===== src/rtl/ex_unit_if.sv =====
// Bundle of the ID->EX->ME pipeline handshake, data SRAM request, forwarding and flush
// signals seen by the execute stage.
interface ex_unit_if;
   logic         ID_to_EX_Valid;
   logic         EX_Allow_in;
   logic [154:0] ID_to_EX_Bus;
   logic         ME_Allow_in;
   logic         EX_to_ME_Valid;
   logic [83:0]  EX_to_ME_Bus;
   logic         data_sram_en;
   logic [3:0]   data_sram_we;
   logic [31:0]  data_sram_addr;
   logic [31:0]  data_sram_wdata;
   logic [4:0]   EX_dest;
   logic [31:0]  EX_Forward_Res;
   logic         ME_to_EX_Sys_op;
   logic         excp_flush;
   logic         ertn_flush;

   modport slave (
      input  ID_to_EX_Valid, ID_to_EX_Bus, ME_Allow_in, ME_to_EX_Sys_op, excp_flush, ertn_flush,
      output EX_Allow_in, EX_to_ME_Valid, EX_to_ME_Bus, data_sram_en, data_sram_we,
             data_sram_addr, data_sram_wdata, EX_dest, EX_Forward_Res
   );

   modport master (
      output ID_to_EX_Valid, ID_to_EX_Bus, ME_Allow_in, ME_to_EX_Sys_op, excp_flush, ertn_flush,
      input  EX_Allow_in, EX_to_ME_Valid, EX_to_ME_Bus, data_sram_en, data_sram_we,
             data_sram_addr, data_sram_wdata, EX_dest, EX_Forward_Res
   );
endinterface


===== src/rtl/ex_unit.sv =====
// Execute stage: ALU, 32-iteration radix-2 divider, memory address/ALE generation and
// data SRAM request, with valid/allow-in pipeline handshaking.
module ex_unit (
   input logic    clk,
   input logic    reset,
   ex_unit_if.slave ex
);
   typedef enum logic [1:0] {DIV_IDLE, DIV_BUSY, DIV_DONE} div_state_t;

   div_state_t  div_state, div_state_next;
   logic        ex_valid, ex_ready_go, flush, fire_out, div_start, is_div;
   logic        excp_en, div_signed, mem_en, mem_we, mem_signed, res_from_mem, gr_we;
   logic [6:0]  excp_num;
   logic [1:0]  div_op, mem_size;
   logic [3:0]  alu_op;
   logic [31:0] src1, src2, rkd_value, pc;
   logic [4:0]  dest, div_count;
   logic [31:0] quo, rem, src1_abs, src2_abs, div_q, div_r, alu_result, ex_result, mem_addr;
   logic [32:0] div_shift, div_diff;
   logic        ale, out_excp_en, is_load, sram_en;
   logic [6:0]  out_excp_num;
   logic [4:0]  dest_flag;
   logic [3:0]  we_mask;
   logic [31:0] wdata;

   assign flush          = ex.excp_flush | ex.ertn_flush;
   assign is_div         = div_op != 2'b00;
   // An instruction already carrying an exception skips the divider so it cannot wedge the pipe.
   assign ex_ready_go    = !is_div || excp_en || (div_state == DIV_DONE);
   assign ex.EX_Allow_in = !ex_valid || (ex_ready_go && ex.ME_Allow_in);
   assign ex.EX_to_ME_Valid = ex_valid && ex_ready_go;
   assign fire_out       = ex.EX_to_ME_Valid && ex.ME_Allow_in;
   assign div_start      = (div_state == DIV_IDLE) && ex_valid && is_div && !excp_en;

   always_ff @(posedge clk or posedge reset) begin
      if (reset)              ex_valid <= 1'b0;
      else if (flush)         ex_valid <= 1'b0;
      else if (ex.EX_Allow_in) ex_valid <= ex.ID_to_EX_Valid;
   end

   always_ff @(posedge clk or posedge reset) begin
      if (reset) begin
         {excp_en, excp_num, div_op, div_signed, alu_op, src1, src2, rkd_value, mem_en, mem_we,
          mem_size, mem_signed, res_from_mem, gr_we, dest, pc} <= '0;
      end else if (ex.ID_to_EX_Valid && ex.EX_Allow_in) begin
         {excp_en, excp_num, div_op, div_signed, alu_op, src1, src2, rkd_value, mem_en, mem_we,
          mem_size, mem_signed, res_from_mem, gr_we, dest, pc} <= ex.ID_to_EX_Bus;
      end
   end

   always_ff @(posedge clk or posedge reset) begin
      if (reset) div_state <= DIV_IDLE;
      else       div_state <= div_state_next;
   end

   always_comb begin
      div_state_next = div_state;
      case (div_state)
         DIV_IDLE: if (div_start) div_state_next = DIV_BUSY;
         DIV_BUSY: if (div_count == 5'd31) div_state_next = DIV_DONE;
         DIV_DONE: if (fire_out) div_state_next = DIV_IDLE;
         default:  div_state_next = DIV_IDLE;
      endcase
      if (flush) div_state_next = DIV_IDLE;
   end

   assign src1_abs  = (div_signed && src1[31]) ? (~src1 + 32'd1) : src1;
   assign src2_abs  = (div_signed && src2[31]) ? (~src2 + 32'd1) : src2;
   assign div_shift = {rem, quo[31]};
   assign div_diff  = div_shift - {1'b0, src2_abs};

   // Restoring division on magnitudes: quo starts as the dividend and fills with quotient bits.
   always_ff @(posedge clk or posedge reset) begin
      if (reset) begin
         quo       <= '0;
         rem       <= '0;
         div_count <= '0;
      end else if (div_start) begin
         quo       <= src1_abs;
         rem       <= '0;
         div_count <= '0;
      end else if (div_state == DIV_BUSY) begin
         div_count <= div_count + 5'd1;
         if (!div_diff[32]) begin
            rem <= div_diff[31:0];
            quo <= {quo[30:0], 1'b1};
         end else begin
            rem <= div_shift[31:0];
            quo <= {quo[30:0], 1'b0};
         end
      end
   end

   always_comb begin
      div_q = (div_signed && (src1[31] ^ src2[31])) ? (~quo + 32'd1) : quo;
      div_r = (div_signed && src1[31]) ? (~rem + 32'd1) : rem;
      if (src2 == 32'd0) begin
         div_q = 32'hFFFF_FFFF;
         div_r = src1;
      end
   end

   always_comb begin
      alu_result = '0;
      case (alu_op)
         4'd0:  alu_result = src1 + src2;
         4'd1:  alu_result = src1 - src2;
         4'd2:  alu_result = {31'd0, $signed(src1) < $signed(src2)};
         4'd3:  alu_result = {31'd0, src1 < src2};
         4'd4:  alu_result = src1 & src2;
         4'd5:  alu_result = src1 | src2;
         4'd6:  alu_result = ~(src1 | src2);
         4'd7:  alu_result = src1 ^ src2;
         4'd8:  alu_result = src1 << src2[4:0];
         4'd9:  alu_result = src1 >> src2[4:0];
         4'd10: alu_result = $unsigned($signed(src1) >>> src2[4:0]);
         4'd11: alu_result = src2;
         default: alu_result = '0;
      endcase
   end

   assign ex_result = is_div ? (div_op[1] ? div_r : div_q) : alu_result;

   assign mem_addr     = src1 + src2;
   assign ale          = mem_en && (((mem_size == 2'b01) && mem_addr[0]) ||
                                    ((mem_size == 2'b10) && (mem_addr[1:0] != 2'b00)));
   assign out_excp_en  = excp_en || ale;
   assign out_excp_num = (!excp_en && ale) ? 7'h09 : excp_num;
   assign is_load      = mem_en && !mem_we;
   assign dest_flag    = is_load ? {mem_signed, mem_size == 2'b00, mem_size == 2'b01,
                                    (mem_size == 2'b10) ? 2'b00 : mem_addr[1:0]} : 5'd0;
   assign sram_en      = fire_out && mem_en && !out_excp_en && !ex.ME_to_EX_Sys_op && !flush;

   always_comb begin
      we_mask = 4'b1111;
      wdata   = rkd_value;
      case (mem_size)
         2'b00: begin
            we_mask = 4'b0001 << mem_addr[1:0];
            wdata   = {4{rkd_value[7:0]}};
         end
         2'b01: begin
            we_mask = mem_addr[1] ? 4'b1100 : 4'b0011;
            wdata   = {2{rkd_value[15:0]}};
         end
         default: begin
            we_mask = 4'b1111;
            wdata   = rkd_value;
         end
      endcase
   end

   assign ex.data_sram_en    = sram_en;
   assign ex.data_sram_we    = (sram_en && mem_we) ? we_mask : 4'b0000;
   assign ex.data_sram_addr  = mem_addr;
   assign ex.data_sram_wdata = wdata;
   assign ex.EX_dest         = (ex_valid && gr_we) ? dest : 5'd0;
   assign ex.EX_Forward_Res  = gr_we ? ex_result : 32'd0;
   assign ex.EX_to_ME_Bus    = {out_excp_en, out_excp_num, dest_flag, pc, ex_result,
                                res_from_mem, gr_we, dest};
endmodule

===== src/flat_wrapper.sv =====
// flat-port wrapper written by rule: the top's interface ports become plain ports
module ex_unit_flat 
  (clk, reset, ex_ID_to_EX_Valid, ex_ID_to_EX_Bus, ex_ME_Allow_in, ex_ME_to_EX_Sys_op, ex_excp_flush, ex_ertn_flush, ex_EX_Allow_in, ex_EX_to_ME_Valid, ex_EX_to_ME_Bus, ex_data_sram_en, ex_data_sram_we, ex_data_sram_addr, ex_data_sram_wdata, ex_EX_dest, ex_EX_Forward_Res);
  ex_unit_if ex_i ();
  input logic clk;
  input logic reset;
  input wire logic [$bits(ex_i.ID_to_EX_Valid)-1:0] ex_ID_to_EX_Valid;
  input wire logic [$bits(ex_i.ID_to_EX_Bus)-1:0] ex_ID_to_EX_Bus;
  input wire logic [$bits(ex_i.ME_Allow_in)-1:0] ex_ME_Allow_in;
  input wire logic [$bits(ex_i.ME_to_EX_Sys_op)-1:0] ex_ME_to_EX_Sys_op;
  input wire logic [$bits(ex_i.excp_flush)-1:0] ex_excp_flush;
  input wire logic [$bits(ex_i.ertn_flush)-1:0] ex_ertn_flush;
  output wire logic [$bits(ex_i.EX_Allow_in)-1:0] ex_EX_Allow_in;
  output wire logic [$bits(ex_i.EX_to_ME_Valid)-1:0] ex_EX_to_ME_Valid;
  output wire logic [$bits(ex_i.EX_to_ME_Bus)-1:0] ex_EX_to_ME_Bus;
  output wire logic [$bits(ex_i.data_sram_en)-1:0] ex_data_sram_en;
  output wire logic [$bits(ex_i.data_sram_we)-1:0] ex_data_sram_we;
  output wire logic [$bits(ex_i.data_sram_addr)-1:0] ex_data_sram_addr;
  output wire logic [$bits(ex_i.data_sram_wdata)-1:0] ex_data_sram_wdata;
  output wire logic [$bits(ex_i.EX_dest)-1:0] ex_EX_dest;
  output wire logic [$bits(ex_i.EX_Forward_Res)-1:0] ex_EX_Forward_Res;
  assign ex_i.ID_to_EX_Valid = ex_ID_to_EX_Valid;
  assign ex_i.ID_to_EX_Bus = ex_ID_to_EX_Bus;
  assign ex_i.ME_Allow_in = ex_ME_Allow_in;
  assign ex_i.ME_to_EX_Sys_op = ex_ME_to_EX_Sys_op;
  assign ex_i.excp_flush = ex_excp_flush;
  assign ex_i.ertn_flush = ex_ertn_flush;
  assign ex_EX_Allow_in = ex_i.EX_Allow_in;
  assign ex_EX_to_ME_Valid = ex_i.EX_to_ME_Valid;
  assign ex_EX_to_ME_Bus = ex_i.EX_to_ME_Bus;
  assign ex_data_sram_en = ex_i.data_sram_en;
  assign ex_data_sram_we = ex_i.data_sram_we;
  assign ex_data_sram_addr = ex_i.data_sram_addr;
  assign ex_data_sram_wdata = ex_i.data_sram_wdata;
  assign ex_EX_dest = ex_i.EX_dest;
  assign ex_EX_Forward_Res = ex_i.EX_Forward_Res;
  ex_unit u_core (.clk(clk), .reset(reset), .ex(ex_i));
endmodule

===== config.mk =====
export PLATFORM = sky130hd
export DESIGN_NAME = ex_unit_flat
export DESIGN_NICKNAME = d
export VERILOG_FILES = /design/src/rtl/ex_unit_if.sv /design/src/rtl/ex_unit.sv /design/src/flat_wrapper.sv
export SDC_FILE = /design/constraint.sdc
export NUM_CORES = 1
export LEC_CHECK = 0
export ABC_CLOCK_PERIOD_IN_PS = 6720
export BUFFER_PORTS_ARGS = -buffer_cell sky130_fd_sc_hd__buf_2
export CAP_MARGIN = 20
export CELL_PAD_IN_SITES_DETAIL_PLACEMENT = 0
export CELL_PAD_IN_SITES_GLOBAL_PLACEMENT = 1
export CORE_ASPECT_RATIO = 0.9
export CORE_MARGIN = 2
export CORE_UTILIZATION = 30
export DETAILED_ROUTE_END_ITERATION = 6
export PLACE_DENSITY_LB_ADDON = 0.2
export SETUP_SLACK_MARGIN = 0.02
export SYNTH_ARGS = -nofsm -noshare
export SYNTH_HDL_FRONTEND = slang
export SYNTH_SLANG_ARGS = --single-unit
export TNS_END_PERCENT = 50

===== constraint.sdc =====
create_clock -name clk -period 6.72 [get_ports clk]
set_input_delay 1.008 -clock clk [delete_from_list [all_inputs] [get_ports clk]]
set_output_delay 1.008 -clock clk [all_outputs]
set_load 0.05 [all_outputs]

==> flow_metrics.env <==
export IMPL_path_clk_slew_ns=0.07
export IMPL_die_w_um=303
export IMPL_portBuffers=353
export IMPL_viasPerCell=6.05
export IMPL_numCtsBuffers=31
export IMPL_cap_viol_max_count=0
export IMPL_synth_area_top_cells="dfrtp_1 (23%), ha_1 (7.0%), o21ai_0 (6.3%)"
export IMPL_routedWlPerCell_um=30.9
export IMPL_worst_skew_pair_late_latency_ns=0.65
export IMPL_row_count=98
export IMPL_synthArstFlopShare=1.00
export IMPL_drive_above_1_share=0.238
export IMPL_nFillCells=8440
export IMPL_dr_pass1_iters=6
export IMPL_synthTopCellsByCount="o21ai_0 (303), nand2_1 (278), nor2_1 (249)"
export IMPL_holdWs_ns=0.293
export IMPL_vias=26500
export IMPL_grt_pass1_wl_um=191000
export IMPL_synth_cell_type_count=86
export IMPL_nets=3601
export IMPL_rsz0062_at_grt="yes"
export IMPL_worstPathArrival_ns=5.66
export IMPL_synth_top_area_cell="dfrtp_1"
export IMPL_grtUsageTotal=0.316
export IMPL_min_path_type="primary input to async pin"
export IMPL_core_um2=79700
export IMPL_grt_overflow_total=0
export IMPL_ios=354
export IMPL_yosys_area_top_type_share=0.235
export IMPL_min_period_over_period=0.992
export IMPL_cts_max_level=1
export IMPL_ctsRootBufferMaster="clkbuf_16"
export IMPL_criticalPathCategory="register to primary output"
export IMPL_ys_seq_area_frac=0.235
export IMPL_min_period_ns=6.66
export IMPL_ys_seq_elements=227
export IMPL_finalSetupViolations=0
export IMPL_floorplan_die_area_um2=82900
export IMPL_max_stage_delay_ns=0.75
export IMPL_rr_worst_depth=19
export IMPL_max_slew_margin=0.179
export IMPL_finalHoldViolations=0
export IMPL_slowest_stage="o311ai_1"
export IMPL_max_freq_mhz=150
export IMPL_areaGrowthSynthToFinish_pct=19.1
export IMPL_wl_met1_um=58900
export IMPL_ctsHoldBuffers=0
export IMPL_cp_start_kind="register"
export IMPL_status="finished, final reports clean"
export IMPL_drt_initial_drc_count=2614
export IMPL_antenna_found_initial=12
export IMPL_synth_avg_cell_area_um2=8.05
export IMPL_reg2reg_slack_ns=0.88
export IMPL_worstPathRequired_ns=5.71
export IMPL_routed_wl_um=135000
export IMPL_grt_pass1_vias=25500
export IMPL_hpwl_um=107000
export IMPL_ant_nets=0
export IMPL_r2r_end="u_core.rem[1]"
export IMPL_met3_length_um=12300
export IMPL_dr_max_layer_used="met5"
export IMPL_die_y_um=273
export IMPL_peakVddDrop_mv=0.218
export IMPL_clock_path_buffers=3
export IMPL_startpoint="u_core.src1[2]"
export IMPL_gp_congestion=1.03
export IMPL_worstMarginPinSlew_ns=1.22
export IMPL_worstPathCellList="inv_1, ha_1, inv_1, a21oi_1, o311ai_1, o211ai_1, o311ai_1, a21o_1, a21boi_0, a2111o_1, a21oi_2, buf_4, a211oi_1, buf_2"
export IMPL_critPathMaxFanout=13
export IMPL_grt_max_degree=137
export IMPL_cts_tree="built"
export IMPL_syn_inst=3004
export IMPL_synth_most_common_cell="o21ai_0"
export IMPL_netlist_area_um2=24200
export IMPL_slew_violations=0
export IMPL_post_cts_buffers=0
export IMPL_wl_met2_um=58100
export IMPL_cts_sink_count=227
export IMPL_cellLeakagePower_nw=12.6
export IMPL_drc=0
export IMPL_endpoint_kind="primary output"
export IMPL_p_per_area_nw_per_um2=305
export IMPL_ys_warn_count=0
export IMPL_finalCoreUtilization=0.361
export IMPL_cts_resized=3
export IMPL_rr_startpoint="u_core.src2[0]"
export IMPL_start_util=0.304
export IMPL_synth_edf_count=0
export IMPL_worst_clock_skew_ns=0.0322
export IMPL_synth_ff_type="dfrtp_1"
export IMPL_synthesis_nets=3304
==> registers in the layout, indices dropped and copies added, names as in the netlist, 4 cells and up <==
name,cells
u_core.excp_num,7
u_core.dest,5
u_core.pc,32
u_core.src1,32
u_core.src2,32
u_core.alu_op,4
u_core.rem,32
u_core.quo,32
u_core.rkd_value,32
u_core.div_count,5
==> critical path, delay by kind of cell, from the launching register on <==
| family | cells | cell delay (ns) |
|---|---|---|
| buffers and inverters | 4 | 0.79 |
| DFF | 1 | 0.64 |
| AOI/OAI and AO/OA | 9 | 3.15 |
| adders and majority gates | 1 | 0.42 |
==> how the worst max path moves through the flow <==
| stage | endpoint | slack (ns) | cells past startpoint |
|---|---|---|---|
| after CTS | ex_EX_Forward_Res[14] | 0.11 | 13 |
| after global routing | ex_EX_Forward_Res[27] | -0.02 | 12 |
| after floorplan | ex_EX_Forward_Res[29] | -0.10 | 15 |
| after detailed placement | ex_EX_Forward_Res[28] | 0.44 | 14 |
| after global placement | ex_EX_Forward_Res[28] | 0.53 | 14 |
| final | ex_EX_Forward_Res[28] | 0.06 | 14 |
==> placed cells by master, fill, tap and decap left out, drive strengths merged, types with 31 or more instances in the layout <==
| cell | netlist | final |
|---|---|---|
| buf | 48 | 507 |
| o21ai | 303 | 303 |
| nand2 | 279 | 279 |
| nor2 | 249 | 249 |
| dfrtp | 227 | 227 |
| a21oi | 212 | 212 |
| xnor2 | 149 | 149 |
| ha | 135 | 135 |
| inv | 126 | 128 |
| mux2 | 115 | 115 |
| mux2i | 97 | 97 |
| nor3 | 62 | 62 |
| mux4 | 56 | 56 |
| a22oi | 49 | 49 |
| nand3 | 46 | 46 |
| and2 | 45 | 45 |
| o211ai | 43 | 43 |
| xor2 | 43 | 43 |
| clkbuf | 195 | 39 |
| o221ai | 38 | 38 |
| o31ai | 35 | 35 |
| o22ai | 31 | 31 |
==> kinds of logic after synthesis <==
| group | count (synthesis) | share of synthesized area |
|---|---|---|
| AOI/OAI and AO/OA | 965 | 0.257 |
| xor gates and xnor gates | 192 | 0.0698 |
| adders and majority gates | 138 | 0.0723 |
| buffers and inverters | 373 | 0.0607 |
| DFF | 227 | 0.235 |
| muxes | 268 | 0.146 |
| and+or+nand+nor | 841 | 0.160 |
==> power breakdown <==
group,switching (mW),total [mW],internal (mW)
logic,3.44,4.91,1.47
clock network,0.768,2.03,1.26
registers,0.294,1.86,1.56
total,4.50,8.79,4.29
==> layer usage <==
metal  up-vias  track usage
met5         -            0
met4        14        0.118
met3       246       0.0745
met2      1442        0.479
met1     13200        0.435
li1      11600            -
==> area by class of cell <==
class / count / area [µm²] / area share
tap: 1050 / 1310 / 0.0456
clock buffer: 39 / 866 / 0.0301
clock inverter: 19 / 347 / 0.0120
sequential: 227 / 5690 / 0.198
inverter: 130 / 492 / 0.0171
antenna: 5 / 12.5 / 0.000434
timing repair buffer: 507 / 2970 / 0.103
multi-input combinational: 2404 / 17100 / 0.594
==> stage by stage <==
stage                     power [mW]  area (µm²)  setup WS, ns  std cells  TNS (ns)
after global placement          6.66       27500         0.533       4317         0
after detailed placement        6.65       27500         0.436       4317         0
after CTS                       8.73       28800         0.105       4375         0
after global routing            9.14       28800       -0.0249       4376   -0.0249
final                           8.79       28800        0.0558       4381         0
after floorplan                 4.91       24200        -0.105       3004    -0.125
No activity file was read; power rests on OpenSTA's default activity.
